==> src/rtl/dmem_responder.sv <==
// Data-memory responder for the M stage: word loads/stores with WAIT_CYCLES busy cycles.
// Define DMEM_ERR_EN to enable MemErrM address-range and address-stability checking.
module dmem_responder #(
  parameter int unsigned DEPTH_WORDS = 64,
  parameter int unsigned WAIT_CYCLES = 2
) (
  input  logic        clk,
  input  logic        reset,
  input  logic        MemWriteM,
  input  logic        MemtoRegM,
  input  logic [31:0] ALUOutM,
  input  logic [31:0] WriteDataM,
  output logic [31:0] ReadDataM,
  output logic        MemBusyM,
  output logic        MemDoneM,
  output logic        MemErrM
);

  localparam int unsigned AW = $clog2(DEPTH_WORDS);
  localparam int unsigned CW = (WAIT_CYCLES > 0) ? $clog2(WAIT_CYCLES + 1) : 1;
  localparam logic [CW-1:0] WC = CW'(WAIT_CYCLES);

  typedef enum logic {IDLE, WAIT} state_t;

  state_t        state_q, state_d;
  logic [CW-1:0] cnt_q, cnt_d;
  logic [31:0]   mem_q [DEPTH_WORDS];

  logic          req, is_store, complete, busy, err, hi_err, wr_en;
  logic [AW-1:0] idx;

  assign req      = MemWriteM | MemtoRegM;
  assign is_store = MemWriteM;
  assign idx      = ALUOutM[AW+1:2];

  always_comb begin
    state_d  = state_q;
    cnt_d    = cnt_q;
    complete = 1'b0;
    busy     = 1'b0;
    if (req) begin
      case (state_q)
        IDLE: begin
          if (WAIT_CYCLES == 0) begin
            complete = 1'b1;
          end else begin
            busy    = 1'b1;
            state_d = WAIT;
            cnt_d   = CW'(1);
          end
        end
        WAIT: begin
          if (cnt_q == WC) begin
            complete = 1'b1;
            state_d  = IDLE;
            cnt_d    = '0;
          end else begin
            busy  = 1'b1;
            cnt_d = cnt_q + CW'(1);
          end
        end
        default: state_d = IDLE;
      endcase
    end else begin
      // Request withdrawn mid-wait is a squash: drop it without writing.
      state_d = IDLE;
      cnt_d   = '0;
    end
  end

`ifdef DMEM_ERR_EN
  logic [31:0] addr0_q;
  logic        unused_lo;

  assign unused_lo = ^ALUOutM[1:0];
  assign hi_err    = |ALUOutM[31:AW+2];
  assign err       = complete & (hi_err | ((state_q == WAIT) && (ALUOutM != addr0_q)));

  always_ff @(posedge clk or posedge reset) begin
    if (reset) begin
      addr0_q <= '0;
    end else if (state_q == IDLE && req) begin
      addr0_q <= ALUOutM;
    end
  end
`else
  logic unused_addr;

  assign unused_addr = ^{ALUOutM[31:AW+2], ALUOutM[1:0]};
  assign hi_err      = 1'b0;
  assign err         = 1'b0;
`endif

  always_ff @(posedge clk or posedge reset) begin
    if (reset) begin
      state_q <= IDLE;
      cnt_q   <= '0;
    end else begin
      state_q <= state_d;
      cnt_q   <= cnt_d;
    end
  end

  // Array has no reset; an edge seen while reset is high must not commit a store.
  assign wr_en = complete & is_store & ~hi_err & ~reset;

  always_ff @(posedge clk) begin
    if (wr_en) begin
      mem_q[idx] <= WriteDataM;
    end
  end

  assign MemBusyM  = busy & ~reset;
  assign MemDoneM  = complete & ~reset;
  assign MemErrM   = err & ~reset;
  assign ReadDataM = (complete && !is_store && !hi_err && !reset) ? mem_q[idx] : '0;

endmodule

==> config.mk <==
export PLATFORM = sky130hd
export DESIGN_NAME = dmem_responder
export DESIGN_NICKNAME = d
export VERILOG_FILES = /design/src/rtl/dmem_responder.sv
export SDC_FILE = /design/constraint.sdc
export NUM_CORES = 2
export LEC_CHECK = 0
export BUFFER_PORTS_ARGS = -buffer_cell sky130_fd_sc_hd__buf_2
export CORE_MARGIN = 1
export CORE_UTILIZATION = 45
export CTS_BUF_LIST = sky130_fd_sc_hd__clkbuf_16
export CTS_CLUSTER_SIZE = 10
export DETAILED_ROUTE_END_ITERATION = 10
export GPL_TIMING_DRIVEN = 0
export PLACE_DENSITY = 0.73
export SYNTH_ARGS = -nofsm -noshare
export SYNTH_HDL_FRONTEND = slang
export SYNTH_SLANG_ARGS = --single-unit
==> constraint.sdc <==
create_clock -name clk -period 3.1 [get_ports clk]
set_input_delay 0.62 -clock clk [delete_from_list [all_inputs] [get_ports clk]]
set_output_delay 0.62 -clock clk [all_outputs]
set_load 0.05 [all_outputs]
==> out/metrics.yaml <==
outcome:
  outcome: "finished, violations left"
  violations: "max-capacitance violations, max-slew violations, negative setup slack"
cts:
  clk_pin_slew_ns: 0.05
  clkSinkCount: 2051
  clk_latency_ns: 0.90
  clk_path_buf_depth: 3
  ctsHtreeMaxLevel: 4
  cts_root_buf: "clkbuf_16"
  cts_buffers: 224
  cts_tree: "done"
routing:
  vias: 48279
  ant_nets: 0
  via_per_inst: 6.79
  wl_per_cell_um: 38.2
  drt_iter0_drc: 9048
  drc: 0
  wl_mm: 271
  dr.pass1.iters: 7
yosys:
  async_flop_share: 0.00146
  synth_warnings: 0
  syn_nets: 4294
  syn_area_um2: 78600
  synthCells: 4226
  yosysUniqueCellTypes: 58
  synth-seq-cells: 2051
  synth_top_flop_cell: "edfxtp_1"
  seq_area_frac_synth: 0.784
  synth_edf_count: 2048
  syn_area_per_cell_um2: 18.6
timing:
  fin_crit_sh: 1.28
  slew_headroom: -0.0321
  period_needed_ns: 3.96
  tightest_slew_ns: 1.55
  skew_ns: 0.0763
  slew_violations: 86
  rsz0062_at_grt: "true"
  finalSetupViolations: 128
  max_freq_mhz: 253
  fin_ws_ns: -0.859
  hold_violations: 0
cells_and_area:
  final_net_count: 4830
  drive_above_1_share: 0.273
  final_cell_mix: "edfxtp_1, mux2i_1, clkbuf_16"
  layout.cells.non_filler: 7108
  design_area_um2: 96100
  layout_commonest_cell: "edfxtp_1"
  area_growth_pct: 22.3
pwr:
  p_leak_nw: 30.6
  power_density_nw_per_um2: 605
  vdd_ir_drop_max_uv: 683
worst_setup_path:
  cp-start-kind: "input port"
  critPathArrivalTime_ns: 3.34
  worstSetupPathType: "input port to primary output"
  crit_path_max_fanout: 10
  crit_required_ns: 2.48
  worstSetupEndpointType: "primary output"
floorplan:
  io-pin-count: 103
  die-width_um: 420
  start_util: 0.455
  rows: 152
  core_area_um2: 172000
  die_area_um2: 176000
  die_h_um: 420
place:
  placedCellCount: 6648
  place_area_um2: 83200
  place_hpwl_mm: 160
  portBuffers: 72
  gp_congestion: 0.966
global_route:
  grt_max_degree: 65
  overflow: 0
  grt_usage: 0.284
  grt_pass1_wl_mm: 344
  antenna_found_initial: 20
  grt_pass1_vias: 44216
hold_path:
  hold_path_class: "input port to flip-flop"
job:
  drv_cap: 1
==> where the power goes <==
group | total (mW) | internal (mW) | switching [mW]
clock network | 23.4 | 13.0 | 10.5
logic | 4.13 | 1.29 | 2.84
registers | 30.6 | 30.5 | 0.00838
==> logic make-up (layout without fill, tap and decap cells) <==
kind of cell	Yosys count	after routing	share of synthesized area
muxes	481	481	0.0798
DFF	2051	2051	0.784
and+or+nand+nor	326	355	0.0195
other	1	6	0.0000477
AOI/OAI and AO/OA	1060	1060	0.0970
buffers and inverters	307	845	0.0198
==> synth_stat cells (3+ instances only) <==
library cell | n | area, µm²
o21ai_0 | 114 | 571
nand2_1 | 82 | 308
nor3_1 | 8 | 40.0
edfxtp_1 | 2048 | 61500
o211ai_1 | 67 | 503
o221ai_1 | 3 | 26.3
and3_1 | 3 | 18.8
nand3_1 | 6 | 30.0
a221oi_1 | 195 | 1710
and4_1 | 3 | 26.3
a21oi_1 | 177 | 886
dfrtp_1 | 3 | 75.1
a31oi_1 | 44 | 275
clkbuf_1 | 130 | 488
buf_2 | 98 | 490
a32oi_1 | 13 | 114
o22a_1 | 16 | 140
nor2_1 | 133 | 499
buf_4 | 37 | 278
nor3b_1 | 14 | 105
buf_1 | 20 | 75.1
a221oi_2 | 13 | 195
nand2b_1 | 4 | 25.0
o22ai_1 | 90 | 563
buf_6 | 19 | 214
and2_0 | 11 | 68.8
nor4_1 | 14 | 87.6
mux4_2 | 114 | 2570
nand3b_1 | 5 | 37.5
mux2_2 | 25 | 282
and2_1 | 11 | 68.8
o2bb2ai_1 | 27 | 236
a22oi_1 | 184 | 1380
nor2b_1 | 22 | 138
a2bb2oi_1 | 13 | 114
a22o_1 | 86 | 753
mux2i_1 | 342 | 3420
a211oi_1 | 7 | 52.6
==> worst paths after layout <==
path / depth (start not counted) / slack [ns] / startpoint / end
worst max-delay path: 9 / -0.86 / ALUOutM[6] / ReadDataM[11]
worst min-delay path: 3 / 0.12 / MemtoRegM / cnt_q[0]
worst max register to register: 6 / -0.59 / cnt_q[0] / mem_q[34][27]
worst min register to register: 1 / 0.47 / cnt_q[1] / cnt_q[1]
max in group asynchronous: 3 / 2.73 / reset / state_q
min in group asynchronous: 3 / 0.24 / reset / cnt_q[0]
==> metrics by stage <==
step / setup TNS (ns) / total power [mW] / setup slack, ns / utilization / hold slack, ns
2_1_floorplan: -194.41 / 32.6 / -0.301 / - / 0.379
3_3_place_gp: -3950.85 / 34.2 / -2.90 / 0.476 / 0.443
3_5_place_dp: -3215.16 / 34.3 / -2.74 / 0.482 / 0.468
4_1_cts: -286.46 / 57.3 / -1.00 / 0.530 / 0.0966
5_1_grt: -69.03 / 59.0 / -0.814 / 0.557 / 0.138
6_report: -65.32 / 58.1 / -0.859 / 0.557 / 0.124
==> what timing repair did <==
item                                    CTS  global route
pin swaps                                30           161
gates resized for setup                 474           642
hold buffers                              1             0
setup endpoints to repair              2039          1876
cloned                                    5            34
endpoints found under the hold margin     3             0
buffers inserted                         23           144
==> area by class of cell <==
class                           count  area, µm²
Inverter                            3       16.3
Tap cell                         2310       2890
Buffer                            295       2870
Fill cell                       12353      76400
Clock inverter                     33        503
Timing Repair Buffer              290       4080
Clock buffer                      224       5610
Antenna cell                        5       12.5
Multi-Input combinational cell   1897      18500
Sequential cell                  2051      61600
==> worst max-delay path, cell delays in order <==
cell and delay (ns):
buf_2 0.12, buf_2 0.22, nor2_1 0.09, nand2_2 0.39, clkbuf_2 0.51, nor2_1 0.29
nor4_4 0.61, a31oi_4 0.21, buf_4 0.24
==> per-layer routing <==
metal  wire, µm  up-vias  track usage
li1           -    18586            -
met1      88700    24134        0.365
met2     117000     4551        0.421
met3      43700      992       0.0970
met4      21500       16        0.163
met5         94        -            0
==> sequential cells by signal (all words and copies together) (netlist names) <==
| signal | count |
|---|---|
| cnt_q | 2 |
| mem_q | 2048 |
| state_q | 1 |
(Power assumes the default switching activity.)
